$ cat src/rtl/uart_ram_bridge.sv
// uart_ram_bridge: moves a RAM region to or from a byte-wide UART, one word at a time, MSB first.
// Define UART_BRIDGE_CKSUM_EN to append/verify a trailing 8-bit XOR checksum byte.
module uart_ram_bridge #(
  parameter int unsigned DATA_W    = 16,
  parameter int unsigned ADDR_W    = 16,
  parameter int unsigned TX_START  = 34816,
  parameter int unsigned TX_END    = 51199,
  parameter int unsigned INS_START = 1,
  parameter int unsigned INS_END   = 44,
  parameter int unsigned IMG_START = 128,
  parameter int unsigned IMG_END   = 33409
) (
  input  logic              clk,
  input  logic              rst_n,
  input  logic              send,
  input  logic              rec_in,
  input  logic              rec_im,
  input  logic              abort,
  output logic [ADDR_W-1:0] ram_addr,
  output logic [DATA_W-1:0] ram_wdata,
  output logic              ram_we,
  input  logic [DATA_W-1:0] ram_rdata,
  output logic [7:0]        uart_tx_data,
  output logic              uart_tx_start,
  input  logic              uart_tx_done,
  input  logic              uart_rx_rdy,
  input  logic [7:0]        uart_rx_data,
  output logic              uart_rx_clr,
  output logic              busy,
  output logic              tx_led,
  output logic              rxin_led,
  output logic              rxim_led,
  output logic              err,
  output logic [3:0]        dbg_state
);

  localparam int unsigned BYTES = DATA_W / 8;
  localparam int unsigned CNT_W = $clog2(BYTES + 1);

  localparam logic [ADDR_W-1:0] TX_S  = ADDR_W'(TX_START);
  localparam logic [ADDR_W-1:0] TX_E  = ADDR_W'(TX_END);
  localparam logic [ADDR_W-1:0] INS_S = ADDR_W'(INS_START);
  localparam logic [ADDR_W-1:0] INS_E = ADDR_W'(INS_END);
  localparam logic [ADDR_W-1:0] IMG_S = ADDR_W'(IMG_START);
  localparam logic [ADDR_W-1:0] IMG_E = ADDR_W'(IMG_END);

  typedef enum logic [3:0] {
    ST_IDLE, ST_TX_RD, ST_TX_LD, ST_TX_BYTE, ST_TX_WAIT,
    ST_RX_BYTE, ST_RX_CLR, ST_RX_WR, ST_NEXT, ST_CHK, ST_DONE
  } state_t;

  typedef enum logic [1:0] {M_TX, M_INS, M_IMG} mode_t;

  // Handshakes: ram_we, uart_tx_start and uart_rx_clr are registered one-cycle
  // strobes; a byte is taken from the UART when uart_rx_rdy is high in RX_BYTE,
  // and the bridge then waits for uart_rx_rdy low before asking for the next.
  state_t              state_q, state_d;
  mode_t               mode_q, mode_d;
  logic [2:0]          req_q, req_d, rise;
  logic [ADDR_W-1:0]   addr_q, addr_d, end_addr;
  logic [DATA_W-1:0]   wdata_q, wdata_d;
  logic [DATA_W-1:0]   shift_q, shift_d;
  logic [CNT_W-1:0]    cnt_q, cnt_d;
  logic [7:0]          tx_data_q, tx_data_d;
  logic                we_q, we_d;
  logic                tx_start_q, tx_start_d;
  logic                rx_clr_q, rx_clr_d;
  logic                busy_q, busy_d;
  logic                tx_led_q, tx_led_d;
  logic                rxin_led_q, rxin_led_d;
  logic                rxim_led_q, rxim_led_d;
  logic                err_q, err_d;
  logic                start_ok;
`ifdef UART_BRIDGE_CKSUM_EN
  logic [7:0]          cksum_q, cksum_d;
  logic                chk_q, chk_d;
`endif

  always_comb begin
    state_d    = state_q;
    mode_d     = mode_q;
    addr_d     = addr_q;
    wdata_d    = wdata_q;
    shift_d    = shift_q;
    cnt_d      = cnt_q;
    tx_data_d  = tx_data_q;
    we_d       = 1'b0;
    tx_start_d = 1'b0;
    rx_clr_d   = 1'b0;
    busy_d     = busy_q;
    tx_led_d   = tx_led_q;
    rxin_led_d = rxin_led_q;
    rxim_led_d = rxim_led_q;
    err_d      = err_q;
`ifdef UART_BRIDGE_CKSUM_EN
    cksum_d    = cksum_q;
    chk_d      = chk_q;
`endif
    req_d    = {send, rec_in, rec_im};
    rise     = req_d & ~req_q;
    // Exactly one fresh edge, with the other two requests low this cycle.
    start_ok = $onehot(rise) && (rise == req_d);

    case (mode_q)
      M_INS:   end_addr = INS_E;
      M_IMG:   end_addr = IMG_E;
      default: end_addr = TX_E;
    endcase

    case (state_q)
      ST_IDLE: begin
        if (start_ok) begin
          busy_d = 1'b1;
          err_d  = 1'b0;
          cnt_d  = CNT_W'(BYTES);
`ifdef UART_BRIDGE_CKSUM_EN
          cksum_d = 8'h00;
          chk_d   = 1'b0;
`endif
          if (rise[2]) begin
            mode_d   = M_TX;
            tx_led_d = 1'b0;
            addr_d   = TX_S;
            state_d  = ST_TX_RD;
          end else if (rise[1]) begin
            mode_d     = M_INS;
            rxin_led_d = 1'b0;
            addr_d     = INS_S;
            state_d    = ST_RX_BYTE;
          end else begin
            mode_d     = M_IMG;
            rxim_led_d = 1'b0;
            addr_d     = IMG_S;
            state_d    = ST_RX_BYTE;
          end
        end
      end
      ST_TX_RD: state_d = ST_TX_LD;
      ST_TX_LD: begin
        shift_d = ram_rdata;
        cnt_d   = CNT_W'(BYTES);
        state_d = ST_TX_BYTE;
      end
      ST_TX_BYTE: begin
        tx_data_d  = shift_q[DATA_W-1 -: 8];
        tx_start_d = 1'b1;
`ifdef UART_BRIDGE_CKSUM_EN
        cksum_d    = cksum_q ^ shift_q[DATA_W-1 -: 8];
`endif
        state_d    = ST_TX_WAIT;
      end
      ST_TX_WAIT: begin
        if (uart_tx_done) begin
          shift_d = shift_q << 8;
          cnt_d   = cnt_q - CNT_W'(1);
          state_d = (cnt_q == CNT_W'(1)) ? ST_NEXT : ST_TX_BYTE;
        end
      end
      ST_RX_BYTE: begin
        if (uart_rx_rdy) begin
          wdata_d  = (wdata_q << 8) | DATA_W'(uart_rx_data);
          rx_clr_d = 1'b1;
          cnt_d    = cnt_q - CNT_W'(1);
`ifdef UART_BRIDGE_CKSUM_EN
          cksum_d  = cksum_q ^ uart_rx_data;
`endif
          state_d  = ST_RX_CLR;
        end
      end
      ST_RX_CLR: begin
        if (!uart_rx_rdy) state_d = (cnt_q == '0) ? ST_RX_WR : ST_RX_BYTE;
      end
      ST_RX_WR: begin
        we_d    = 1'b1;
        state_d = ST_NEXT;
      end
      ST_NEXT: begin
        if (addr_q == end_addr) begin
`ifdef UART_BRIDGE_CKSUM_EN
          state_d = ST_CHK;
`else
          state_d = ST_DONE;
`endif
        end else begin
          addr_d  = addr_q + ADDR_W'(1);
          cnt_d   = CNT_W'(BYTES);
          state_d = (mode_q == M_TX) ? ST_TX_RD : ST_RX_BYTE;
        end
      end
      ST_CHK: begin
`ifdef UART_BRIDGE_CKSUM_EN
        // chk_q marks that the checksum byte has been sent or taken.
        if (mode_q == M_TX) begin
          if (!chk_q) begin
            tx_data_d  = cksum_q;
            tx_start_d = 1'b1;
            chk_d      = 1'b1;
          end else if (uart_tx_done) begin
            state_d = ST_DONE;
          end
        end else begin
          if (!chk_q) begin
            if (uart_rx_rdy) begin
              rx_clr_d = 1'b1;
              chk_d    = 1'b1;
              if (uart_rx_data != cksum_q) err_d = 1'b1;
            end
          end else if (!uart_rx_rdy) begin
            state_d = ST_DONE;
          end
        end
`else
        state_d = ST_DONE;
`endif
      end
      ST_DONE: begin
        busy_d = 1'b0;
        case (mode_q)
          M_INS:   rxin_led_d = 1'b1;
          M_IMG:   rxim_led_d = 1'b1;
          default: tx_led_d   = 1'b1;
        endcase
        state_d = ST_IDLE;
      end
      default: state_d = ST_IDLE;
    endcase

    if (abort && (state_q != ST_IDLE)) begin
      state_d    = ST_IDLE;
      busy_d     = 1'b0;
      err_d      = 1'b1;
      we_d       = 1'b0;
      tx_start_d = 1'b0;
      rx_clr_d   = 1'b0;
      tx_led_d   = tx_led_q;
      rxin_led_d = rxin_led_q;
      rxim_led_d = rxim_led_q;
    end
  end

  always_ff @(posedge clk) begin
    if (!rst_n) begin
      state_q    <= ST_IDLE;
      mode_q     <= M_TX;
      req_q      <= '0;
      addr_q     <= '0;
      wdata_q    <= '0;
      shift_q    <= '0;
      cnt_q      <= '0;
      tx_data_q  <= '0;
      we_q       <= 1'b0;
      tx_start_q <= 1'b0;
      rx_clr_q   <= 1'b0;
      busy_q     <= 1'b0;
      tx_led_q   <= 1'b0;
      rxin_led_q <= 1'b0;
      rxim_led_q <= 1'b0;
      err_q      <= 1'b0;
`ifdef UART_BRIDGE_CKSUM_EN
      cksum_q    <= '0;
      chk_q      <= 1'b0;
`endif
    end else begin
      state_q    <= state_d;
      mode_q     <= mode_d;
      req_q      <= req_d;
      addr_q     <= addr_d;
      wdata_q    <= wdata_d;
      shift_q    <= shift_d;
      cnt_q      <= cnt_d;
      tx_data_q  <= tx_data_d;
      we_q       <= we_d;
      tx_start_q <= tx_start_d;
      rx_clr_q   <= rx_clr_d;
      busy_q     <= busy_d;
      tx_led_q   <= tx_led_d;
      rxin_led_q <= rxin_led_d;
      rxim_led_q <= rxim_led_d;
      err_q      <= err_d;
`ifdef UART_BRIDGE_CKSUM_EN
      cksum_q    <= cksum_d;
      chk_q      <= chk_d;
`endif
    end
  end

  assign ram_addr      = addr_q;
  assign ram_wdata     = wdata_q;
  assign ram_we        = we_q;
  assign uart_tx_data  = tx_data_q;
  assign uart_tx_start = tx_start_q;
  assign uart_rx_clr   = rx_clr_q;
  assign busy          = busy_q;
  assign tx_led        = tx_led_q;
  assign rxin_led      = rxin_led_q;
  assign rxim_led      = rxim_led_q;
  assign err           = err_q;
  assign dbg_state     = state_q;

endmodule

$ cat config.mk
export PLATFORM = sky130hd
export DESIGN_NAME = uart_ram_bridge
export DESIGN_NICKNAME = d
export VERILOG_FILES = /design/src/rtl/uart_ram_bridge.sv
export SDC_FILE = /design/constraint.sdc
export NUM_CORES = 1
export LEC_CHECK = 0
export BUFFER_PORTS_ARGS = -buffer_cell sky130_fd_sc_hd__buf_2
export CORE_AREA = 2 2 89 91
export CTS_CLUSTER_SIZE = 30
export DETAILED_ROUTE_END_ITERATION = 8
export DIE_AREA = 0 0 91 93
export PLACE_DENSITY = 0.71
export REMOVE_ABC_BUFFERS = 1
export SLEW_MARGIN = 20
export SYNTH_ARGS = -nofsm -noshare
export SYNTH_HDL_FRONTEND = slang
export SYNTH_SLANG_ARGS = --single-unit
$ cat constraint.sdc
create_clock -name clk -period 6.1 [get_ports clk]
set_input_delay 1.22 -clock clk [delete_from_list [all_inputs] [get_ports clk]]
set_output_delay 1.22 -clock clk [all_outputs]
set_load 0.01 [all_outputs]
# [Yosys cells after proc, flatten, opt, wreduce, memory -nomap -nowiden]
# Index checks and enable logic that the tools add are counted.
[classes] add_sub_neg=4 mul=0 div_mod_pow=0 order_cmp=0 n_eq_ne=28 shifts=0 mux=47 n_bitwise=6 n_reduce_logical=26
[op_table] op="case mux 16 bit (2 select lines)" n=3
[op_table] op="2-to-1 mux 16 bit" n=4
[op_table] op="case mux 4 bit (10 select lines)" n=1
[op_table] op="2-to-1 mux 4 bit" n=6
[op_table] op="inequality test 2 bit (second input constant)" n=11
[op_table] op="2-to-1 mux 1 bit" n=18
[op_table] op="adder 16 x 1 -> 16 bit (second input constant)" n=1
[op_table] op="equality test 16 bit" n=1
[op_table] op="equality test 4 x 3 -> 1 bit (second input constant)" n=4
[op_table] op="OR 16 x 8 -> 16 bit" n=1
[op_table] op="2-to-1 mux 2 bit" n=7
[op_table] op="equality test 4 bit (second input constant)" n=3
[op_table] op="AND reduction 6 bit" n=2
[op_table] op="case mux 2 bit (5 select lines)" n=1
[op_table] op="AND reduction 2 bit" n=5
[op_table] op="AND reduction 5 bit" n=2
[op_table] op="nonzero test 2 bit" n=5
[op_table] op="equality test 4 x 2 -> 1 bit (second input constant)" n=2
[op_table] op="2-to-1 mux 8 bit" n=1
[op_table] op="case mux 1 bit (2 select lines)" n=4
[op_table] op="equality test 2 x 1 -> 1 bit (second input constant)" n=3
[op_table] op="2-to-1 mux 3 bit" n=2
[op_table] op="nonzero test 5 bit" n=1
[op_table] op="equality test 4 x 1 -> 1 bit (second input constant)" n=1
[op_table] op="17 further kinds" n=22
[word_totals] register_bits=75 latchBits=0 ramBits=0 rom_bits=0 input_bits=32 out_inout_bits=52 memories=0

# [Depth between registers and ports, before layout]
# Gate-level depths: netlist of the first run.
[depth] depth_word=9 depth_mapped=9 ltp_nobuf=8

# [Worst setup path before layout of the first run]
# Ideal clock, no wire load.
[synth_timing] path_type="input to register" start="in send" end="reg addr_q[13], in the netlist ram_addr[13]" t_arrival_ps=3394 required_time_ps=6028 path_slack_ps=2634 path_stages=8 n_path_buf=0 path_cell_list="nor2b_1 -> inv_1 -> fa_1 -> nand2b_1 -> o31ai_2 -> nand2_1 -> or4_2 -> a21oi_1"
[synth_via] elab_chain_len=6
[synth_rtl] item="start, declared" line_no="15" rtl="input logic send,"
[synth_rtl] item="AND 3 bit" line_no="100" rtl="rise = req_d & ~req_q;"
[synth_rtl] item="adder 2 x 1 -> 2 bit (implied by the code)" line_no="102" rtl="start_ok = $onehot(rise) && (rise == req_d);"
[synth_rtl] item="equality test 2 x 1 -> 1 bit" line_no="102"
[synth_rtl] item="logical AND 1 bit (*)" line_no="102"
[synth_rtl] item="inequality test 2 bit (no line) (*)"
[synth_rtl] item="AND reduction 3 bit (no line) (*)"
[synth_rtl] item="end signal, assigned" line_no="267" rtl="addr_q <= addr_d;"
[synth_rtl] item="end, declared" line_no="60" rtl="logic [ADDR_W-1:0] addr_q, addr_d, end_addr;"
# Mark *: on every way between the ends. The rest lies on a longest branch, timed or not.
# A chain may end at the register's enable or synchronous reset.

# [Worst setup path in the final report of the first run]
[layout_timing] start="in send" end="reg addr_q[5], in the netlist ram_addr[5]"
[layout_via] elab_chain_len=6
[layout_rtl] item="AND 3 bit" line_no="100"
[layout_rtl] item="adder 2 x 1 -> 2 bit (implied by the code)" line_no="102"
[layout_rtl] item="equality test 2 x 1 -> 1 bit" line_no="102"
[layout_rtl] item="logical AND 1 bit" line_no="102"
[layout_rtl] item="inequality test 2 bit (no line)"
[layout_rtl] item="AND reduction 3 bit (no line)"
# Parallel ways exist; a longest one is shown, timed or not. The select of a mux whose other input is x is not followed.

==> metrics.md, run 1 <==
| Metric | Value |
|---|---|
| Category of the most critical setup path | `in -> reg` |
| Area of placed instances | `4084 um2` |
| Most frequent cells in the layout | `83 x buf_2, 75 x nand2_1, 75 x dfxtp_1` |
| Final hold viol count | `0` |
| Status | `complete, no violations` |
| Post-synthesis cell area | `3670 um2` |
| Area leader, netlist | `dfxtp_1` |
| I/O pin count | `84` |
| Leak pwr | `1.764 nW` |
| Antenna diode count | `0` |
| Count of mapped cells out of synthesis | `441` |
| Dominant register cell in the synthesized netlist | `dfxtp_1` |
| Setup clock skew after layout | `0.008175 ns` |
| Port buffer count | `83` |
| Area growth from synthesis to final layout | `18.07%` |
| Global-route wire length before repair | `14.92 mm` |
| Routed WL | `8.965 mm` |
| CP Max Fanout | `14` |
| Largest cells by area after synthesis | `dfxtp_1 41%, nand2_1 7.7%, a21oi_1 6.1%` |
| Vias in the first global route | `3144` |
| Final period util | `60.85%` |
| Commonest non-fill, non-tap cell in the layout | `buf_2` |
| Fill cells | `718` |
| Cell with the largest stage delay on the worst path | `or4_2` |
| Source of the worst register-to-register timing path | `req_q[2]$_SDFF_PN0_` |
| Final ANT Viol Nets | `0` |
| Number of flip-flops and latches in the synthesized netlist | `75` |
| First-pass DRT Iterations | `5` |
| Arrival time worst endpoint | `3.99 ns` |
| Cell Pwr Density | `391.9 nW/um2` |
| Number of nets in the layout | `550` |
| Class of the most critical hold timing path | `reg -> reg` |
| Width of the chip | `91 um` |
| Worst slew pin tran | `0.8798 ns` |
| Die Span Y | `93 um` |
| Number of buffers created by CTS | `9` |
| Number of hold buffers added after CTS | `0` |
| Initial antenna violation count | `0` |
| Sort of element at the start of the critical path | `input port` |
| Post-cts sizing count | `0` |
| Worst ir drop on vdd | `0.2435 mV` |
| Post-synthesis area per instance | `8.321 um2` |
| Number of violations reported at the end of detailed-routing iteration 0 | `218` |
| Final period demand of the worst path | `3.712 ns` |
| Ordered list of cells on the worst path | `buf_2 -> nor2b_1 -> inv_1 -> fa_1 -> nand2b_1 -> o31ai_2 -> nand2_1 -> or4_2 -> a21oi_1` |
| Total Die Area | `8463 um2` |
| Worst max-slew margin expressed relative to the limit | `40.90%` |
| Area share of the leading cell type in the synthesized netlist | `40.91%` |
| Post CTS Setup Buffer Count | `0` |
| Root buffer cell | `clkbuf_8` |
| Maximum number of pins on one net before global-route repair | `50` |
| HPWL after DPL | `6.319 mm` |
| Number of cell instances on the worst register-to-register path | `8` |
| Maximum cell stage delay along the critical path | `0.72 ns` |
| Core area | `7527 um2` |
| FFs w/ async S/R, synth | `0%` |
| Worst endpoint required time | `6.38 ns` |
| Effective utilization at floorplan | `48.75%` |
| Number of endpoints failing setup at the final stage | `0` |
| DR vias | `3474` |
| Number of enable-type register cells in the synthesized netlist | `0` |
| Total negative slack | `0 ns` |
| TritonCTS clock tree | `built` |
| Area taken by flip-flops and latches | `1501 um2` |
| Sequential-to-total area share from yosys stat | `40.91%` |
| Number of unique standard cell types used by synthesis | `59` |
| Setup slack of the most critical reg-to-reg path | `3.05 ns` |
| Maximum level of the CTS H-tree | `3` |
| Fmax | `0.2694 GHz` |
| Layout cells sized above 1 | `22.87%` |
| Clock Sinks | `75` |
| Routability Congestion | `0.8829` |
| Number of remaining DRC errors | `0` |
| Slew Limit Fails | `0` |
| Max_cap viols | `0` |
| Hold wc startpoint | `ram_wdata[15]$_SDFFE_PN0P_` |
| Warning count from the yosys run | `0` |
| Worst hold path endpoint | `ram_wdata[15]$_SDFFE_PN0P_` |
| Gr ovfl total | `0` |
| Via density per instance | `5.621` |
| FF-to-FF End | `ram_addr[5]$_SDFFE_PN0P_` |
| Multi-input logic area | `1998 um2` |
| Mean routed wirelength per cell | `14.51 um` |
| Skew-Pair Late Insertion Delay | `0.35 ns` |
| Clock-pin slew on the worst setup and hold paths | `0.08 ns` |
| CP endpoint kind | `flop` |
| Worst hold path depth | `2` |
| Setup repair after global routing missed its margin | `no` |
| GRT Resource Usage Total | `21.70%` |
| Final non-filler cell area | `4333 um2` |
| Maximum clock insertion buffer count | `2` |
| Number of placement rows | `32` |
-- kinds of logic after synthesis --
family | count (synthesis) | synth area share, %
buf+inv | 33 | 4.637
flops | 75 | 40.91
xor+xnor | 1 | 0.2387
mux | 14 | 3.818
simple gates | 200 | 27.72
fa+ha+maj | 7 | 2.591
compound gates | 111 | 20.08
-- synthesized netlist by cell type, types with 2 or more instances --
cell,n
nand4b_1,3
nor3_2,2
inv_1,7
o21ai_2,2
a22oi_1,9
o31ai_1,7
and3_1,4
dfxtp_1,75
ha_1,6
o31a_1,2
nor2b_1,7
nand4_1,10
nand3_1,7
nor2_1,36
buf_4,2
o21a_1,3
and2_1,7
or3_1,6
nor3_1,13
or4_1,4
a41o_1,2
nand2b_1,14
nand2_1,75
a211oi_1,10
mux2i_1,14
buf_6,2
o32ai_1,2
o21ai_0,6
a31oi_1,7
a21oi_2,2
a21oi_1,45
clkbuf_1,15
buf_2,6
or4_2,4
-- critical path, delay by kind of cell --
kind	cells	cell delay (ns)
compound gates	2	0.41
fa+ha+maj	1	0.49
buf+inv	2	0.29
simple gates	4	1.57
-- sequential cells by signal (all words and copies together) (netlist names), 2 cells and up --
register,flops
req_q,3
mode_q,2
shift_q,16
uart_tx_data,8
cnt_q,2
ram_wdata,16
dbg_state,4
ram_addr,16
-- cell type report --
cell class | count | share of cell area [%]
inverter | 7 | 0.6064
timing repair buffer | 85 | 9.934
sequential | 75 | 34.65
multi-input combinational | 333 | 46.12
clock buffer | 11 | 3.263
clock inverter | 5 | 2.483
tap | 102 | 2.945
-- stage by stage --
| stage | cells | total power [mW] | utilization (%) | setup WS [ns] | hold slack [ns] |
|---|---|---|---|---|---|
| 5_1_grt | 618 | 1.812 | 57.56 | 2.150 | 0.4797 |
| 4_1_cts | 618 | 1.702 | 57.56 | 2.413 | 0.4583 |
| 2_1_floorplan | 415 | 1.058 | - | 2.486 | 0.4323 |
| 6_report | 618 | 1.698 | 57.56 | 2.388 | 0.4530 |
| 3_3_place_gp | 602 | 1.209 | 54.26 | 2.166 | 0.4387 |
| 3_5_place_dp | 602 | 1.226 | 54.26 | 2.053 | 0.4470 |
-- power breakdown --
part | switching, mW | total, mW | internal [mW]
Sequential | 0.0893 | 0.642 | 0.552
Combinational | 0.352 | 0.580 | 0.229
Clock | 0.190 | 0.476 | 0.286
Total | 0.631 | 1.70 | 1.07
-- per-layer routing --
layer  vias up  track usage (%)  part of all wire, %
met1      1612            28.57                   45
li1       1728                -                    -
met3        17            3.948                  6.0
met2       117            35.19                   47
met4         0            9.091                  2.2
met5         -                0                    0
-- worst max path at each step --
stage | to | slack [ns] | cells past startpoint | startpoint
final | ram_addr[5]$_SDFFE_PN0P_ | 2.39 | 9 | send
after global routing | ram_addr[5]$_SDFFE_PN0P_ | 2.15 | 9 | send
after CTS | ram_addr[5]$_SDFFE_PN0P_ | 2.41 | 9 | send
after detailed placement | ram_addr[5]$_SDFFE_PN0P_ | 2.05 | 9 | send
after global placement | ram_addr[13]$_SDFFE_PN0P_ | 2.17 | 9 | send
after floorplan | ram_addr[12]$_SDFFE_PN0P_ | 2.49 | 8 | send
Power figures use the tool's default switching activity.
==> inputs of run 2 (changes only) <==
--- a/config.mk
+++ b/config.mk
@@ -6,11 +6,11 @@
 export NUM_CORES = 1
 export LEC_CHECK = 0
 export BUFFER_PORTS_ARGS = -buffer_cell sky130_fd_sc_hd__buf_2
-export CORE_AREA = 2 2 89 91
+export CORE_AREA = 2 2 90 92
 export CTS_CLUSTER_SIZE = 30
 export DETAILED_ROUTE_END_ITERATION = 8
-export DIE_AREA = 0 0 91 93
-export PLACE_DENSITY = 0.71
+export DIE_AREA = 0 0 92 94
+export PLACE_DENSITY = 0.72
 export REMOVE_ABC_BUFFERS = 1
 export SLEW_MARGIN = 20
 export SYNTH_ARGS = -nofsm -noshare
==> constraint.sdc (replaced) <==
create_clock -name clk -period 3.1 [get_ports clk]
set_input_delay 0.62 -clock clk [delete_from_list [all_inputs] [get_ports clk]]
set_output_delay 0.62 -clock clk [all_outputs]
set_load 0.01 [all_outputs]
==> metrics.md, run 2 (synthesis gave the netlist of run 1 again) <==
| Metric | Value |
|---|---|
| Relative contribution of combinational cells to total power | `38.4% (+4.2 points)` |
| Worst path depth | `7 (-2)` |
| Root buffer cell | `clkbuf_8` |
| Number of cell instances on the worst register-to-register path | `7 (-1)` |
| Post CTS Setup Buffer Count | `0 (unchanged)` |
| Net Sw Power | `1.259 mW (+100%)` |
| Setup slack of the most critical reg-to-reg path | `0.44 ns (-2.61 ns)` |
| Source of the worst register-to-register timing path | `req_q[1]$_SDFF_PN0_` |
| Fill cells | `721 (+0.42%)` |
| Status | `complete, no violations` |
| Routability Congestion | `0.9068 (+2.7%)` |
| Relative contribution of sequential cells to total power | `36.9% (-0.9 points)` |
| Category of the most critical setup path | `reg -> reg` |
| Setup repair after global routing missed its margin | `no` |
| First-pass DRT Iterations | `4 (-1)` |
| Post-cts sizing count | `0 (unchanged)` |
| FF-to-FF End | `ram_addr[12]$_SDFFE_PN0P_` |
| I/O pin count | `84 (unchanged)` |
| Number of endpoints failing setup at the final stage | `0 (unchanged)` |
| DR vias | `3513 (+1.1%)` |
| Final period util | `85.87%` |
| Family with the most delay on the worst path | `simple AND/OR/NAND/NOR gates` |
| Max_cap viols | `0 (unchanged)` |
| Final ANT Viol Nets | `0 (unchanged)` |
| Worst endpoint required time | `3.38 ns (-3.00 ns)` |
| CP dominant cell by count | `nand2b_1` |
| Slew Limit Fails | `0 (unchanged)` |
| Skew-Pair Late Insertion Delay | `0.35 ns (about the same)` |
| Via density per instance | `5.576 (-0.80%)` |
| Routed WL | `8.904 mm (-0.68%)` |
| Effective utilization at floorplan | `48.24% (-0.51 points)` |
| Port buffer count | `83 (unchanged)` |
| Total power draw | `3.337 mW (+97%)` |
| Launching instance or port of the critical path | `req_q[1]$_SDFF_PN0_` |
| Core area | `7607 um2 (+1.1%)` |
| Worst ir drop on vdd | `0.4268 mV (+75%)` |
| Gr ovfl total | `0 (unchanged)` |
| Worst max-slew margin expressed relative to the limit | `42.72% (+1.8 points)` |
| Worst slew pin tran | `0.8526 ns (-0.02714 ns)` |
| Antenna diode count | `0 (unchanged)` |
| Number of remaining DRC errors | `0 (unchanged)` |
| TritonCTS clock tree | `built` |
| Internal power | `2.077 mW (+95%)` |
| Ordered list of cells on the worst path | `nand2b_1 -> fa_1 -> nand2b_1 -> o31ai_2 -> nand2_1 -> or4_2 -> a21oi_1` |
| End point of the critical path | `ram_addr[12]$_SDFFE_PN0P_` |
| Setup clock skew after layout | `0.008101 ns (-0.00007405 ns)` |
| HPWL after DPL | `6.460 mm (+2.2%)` |
| Number of hold buffers added after CTS | `0 (unchanged)` |
| Cell Pwr Density | `759.1 nW/um2 (+94%)` |
| Relative contribution of the clock network to total power | `24.7% (-3.3 points)` |
| Die Span Y | `94 um (+1.1%)` |
| Arrival time worst endpoint | `2.94 ns (-1.05 ns)` |
| Total Die Area | `8648 um2 (+2.2%)` |
| Fmax | `0.3757 GHz` |
| Clock-pin slew on the worst setup and hold paths | `0.08 ns (about the same)` |
| Class of the most critical hold timing path | `reg -> reg` |
| Layout cells sized above 1 | `24.81% (+1.9 points)` |
| Final period demand of the worst path | `2.662 ns` |
| Number of nets in the layout | `563 (+2.4%)` |
| Cell with the largest stage delay on the worst path | `or4_2` |
| Number of placement rows | `32 (unchanged)` |
| Buf+Inv Stages, Crit Path | `0 (-2)` |
| Number of buffers created by CTS | `9 (unchanged)` |
| Total negative slack | `0 ns (unchanged)` |
| Area growth from synthesis to final layout | `19.78%` |
| Maximum level of the CTS H-tree | `3 (unchanged)` |
| Final hold viol count | `0 (unchanged)` |
| Net switching fraction of the power | `37.74% (+0.59 points)` |
| GRT Resource Usage Total | `20.80% (-0.91 points)` |
| Initial antenna violation count | `0 (unchanged)` |
| Maximum clock insertion buffer count | `2 (unchanged)` |
| Global-route wire length before repair | `14.70 mm (-1.5%)` |
| Width of the chip | `92 um (+1.1%)` |
| Maximum number of pins on one net before global-route repair | `50 (unchanged)` |
| Sort of element at the start of the critical path | `flop` |
| Most frequent cells in the layout | `83 x buf_2, 75 x nand2_1, 75 x dfxtp_1` |
| CP Max Fanout | `7 (-7)` |
| Mean routed wirelength per cell | `14.13 um (-2.6%)` |
| Clock Sinks | `75 (unchanged)` |
| Maximum cell stage delay along the critical path | `0.69 ns (-0.03 ns)` |
| Vias in the first global route | `3132 (-0.38%)` |
| CP endpoint kind | `flop` |
| Leak pwr | `1.809 nW (+2.6%)` |
| Number of violations reported at the end of detailed-routing iteration 0 | `224 (+2.8%)` |
| Commonest non-fill, non-tap cell in the layout | `buf_2` |
==> run 2: cell count changes in the layout (fill, tap and decap cells not counted) <==
| cell | before | now |
|---|---|---|
| inv_6 | 2 | 1 |
| buf_4 | 2 | 15 |
| clkinv_2 | 0 | 1 |
| clkinvlp_4 | 0 | 1 |
| clkbuf_1 | 1 | 0 |
| clkinv_4 | 0 | 1 |
| clkbuf_8 | 10 | 9 |
| bufinv_16 | 3 | 2 |
==> run 2: area by class of cell <==
class / instances / area, um2 / share of cell area, %
Clock inverter: 6 / 90.09 / 2.050
Tap cell: 102 / 127.6 / 2.903
Inverter: 7 / 26.28 / 0.5978
Multi-Input combinational cell: 333 / 1998 / 45.46
Timing Repair Buffer: 98 / 528.0 / 12.01
Clock buffer: 9 / 123.9 / 2.818
Sequential cell: 75 / 1501 / 34.16
==> run 2: worst min-delay path by stage <==
stage | endpoint | depth (start not counted) | slack [ns] | startpoint
floorplan | uart_tx_data[0]$_SDFFE_PN0P_ | 2 | 0.43 | shift_q[8]$_SDFFE_PN0P_
global placement | uart_tx_data[5]$_SDFFE_PN0P_ | 2 | 0.44 | uart_tx_data[5]$_SDFFE_PN0P_
detailed placement | ram_wdata[11]$_SDFFE_PN0P_ | 2 | 0.44 | ram_wdata[11]$_SDFFE_PN0P_
CTS | ram_wdata[11]$_SDFFE_PN0P_ | 2 | 0.46 | ram_wdata[11]$_SDFFE_PN0P_
global route | ram_wdata[12]$_SDFFE_PN0P_ | 2 | 0.47 | ram_wdata[12]$_SDFFE_PN0P_
finish | uart_tx_data[2]$_SDFFE_PN0P_ | 2 | 0.45 | uart_tx_data[2]$_SDFFE_PN0P_
==> run 2: stage by stage <==
| step | instance area (um2) | setup slack [ns] | hold slack (ns) | utilization (%) | instances |
|---|---|---|---|---|---|
| floorplan | 3526 | 0.08607 | 0.4323 | - | 415 |
| global placement | 4182 | 0.1812 | 0.4407 | 54.97 | 615 |
| detailed placement | 4182 | 0.1057 | 0.4436 | 54.97 | 615 |
| CTS | 4395 | 0.4512 | 0.4555 | 57.78 | 630 |
| global route | 4395 | 0.2736 | 0.4679 | 57.78 | 630 |
| finish | 4395 | 0.4380 | 0.4507 | 57.78 | 630 |
==> run 2: metal layers <==
metal | GRT usage [%] | up-vias | share of wire [%]
met4 | 9.080 | 0 | 2.0
met1 | 28.42 | 1619 | 49
met5 | 0 | - | 0
met2 | 32.66 | 113 | 44
met3 | 3.210 | 18 | 5.3
li1 | - | 1763 | -
==> run 2: power groups by stage <==
| stage | clock, mW | combinational, mW | sequential (mW) |
|---|---|---|---|
| after global placement | 0 | 1.24 | 1.25 |
| after global routing | 0.881 | 1.42 | 1.25 |
| after CTS | 0.842 | 1.28 | 1.23 |
| after detailed placement | 0 | 1.27 | 1.25 |
| after floorplan | 0 | 0.822 | 1.26 |
| final | 0.823 | 1.28 | 1.23 |
==> run 2: worst min-delay path, delay by kind of cell, from the launching register on <==
kind            cells  cell delay (ns)
compound gates      1             0.05
flops               1             0.31
simple gates        1             0.05
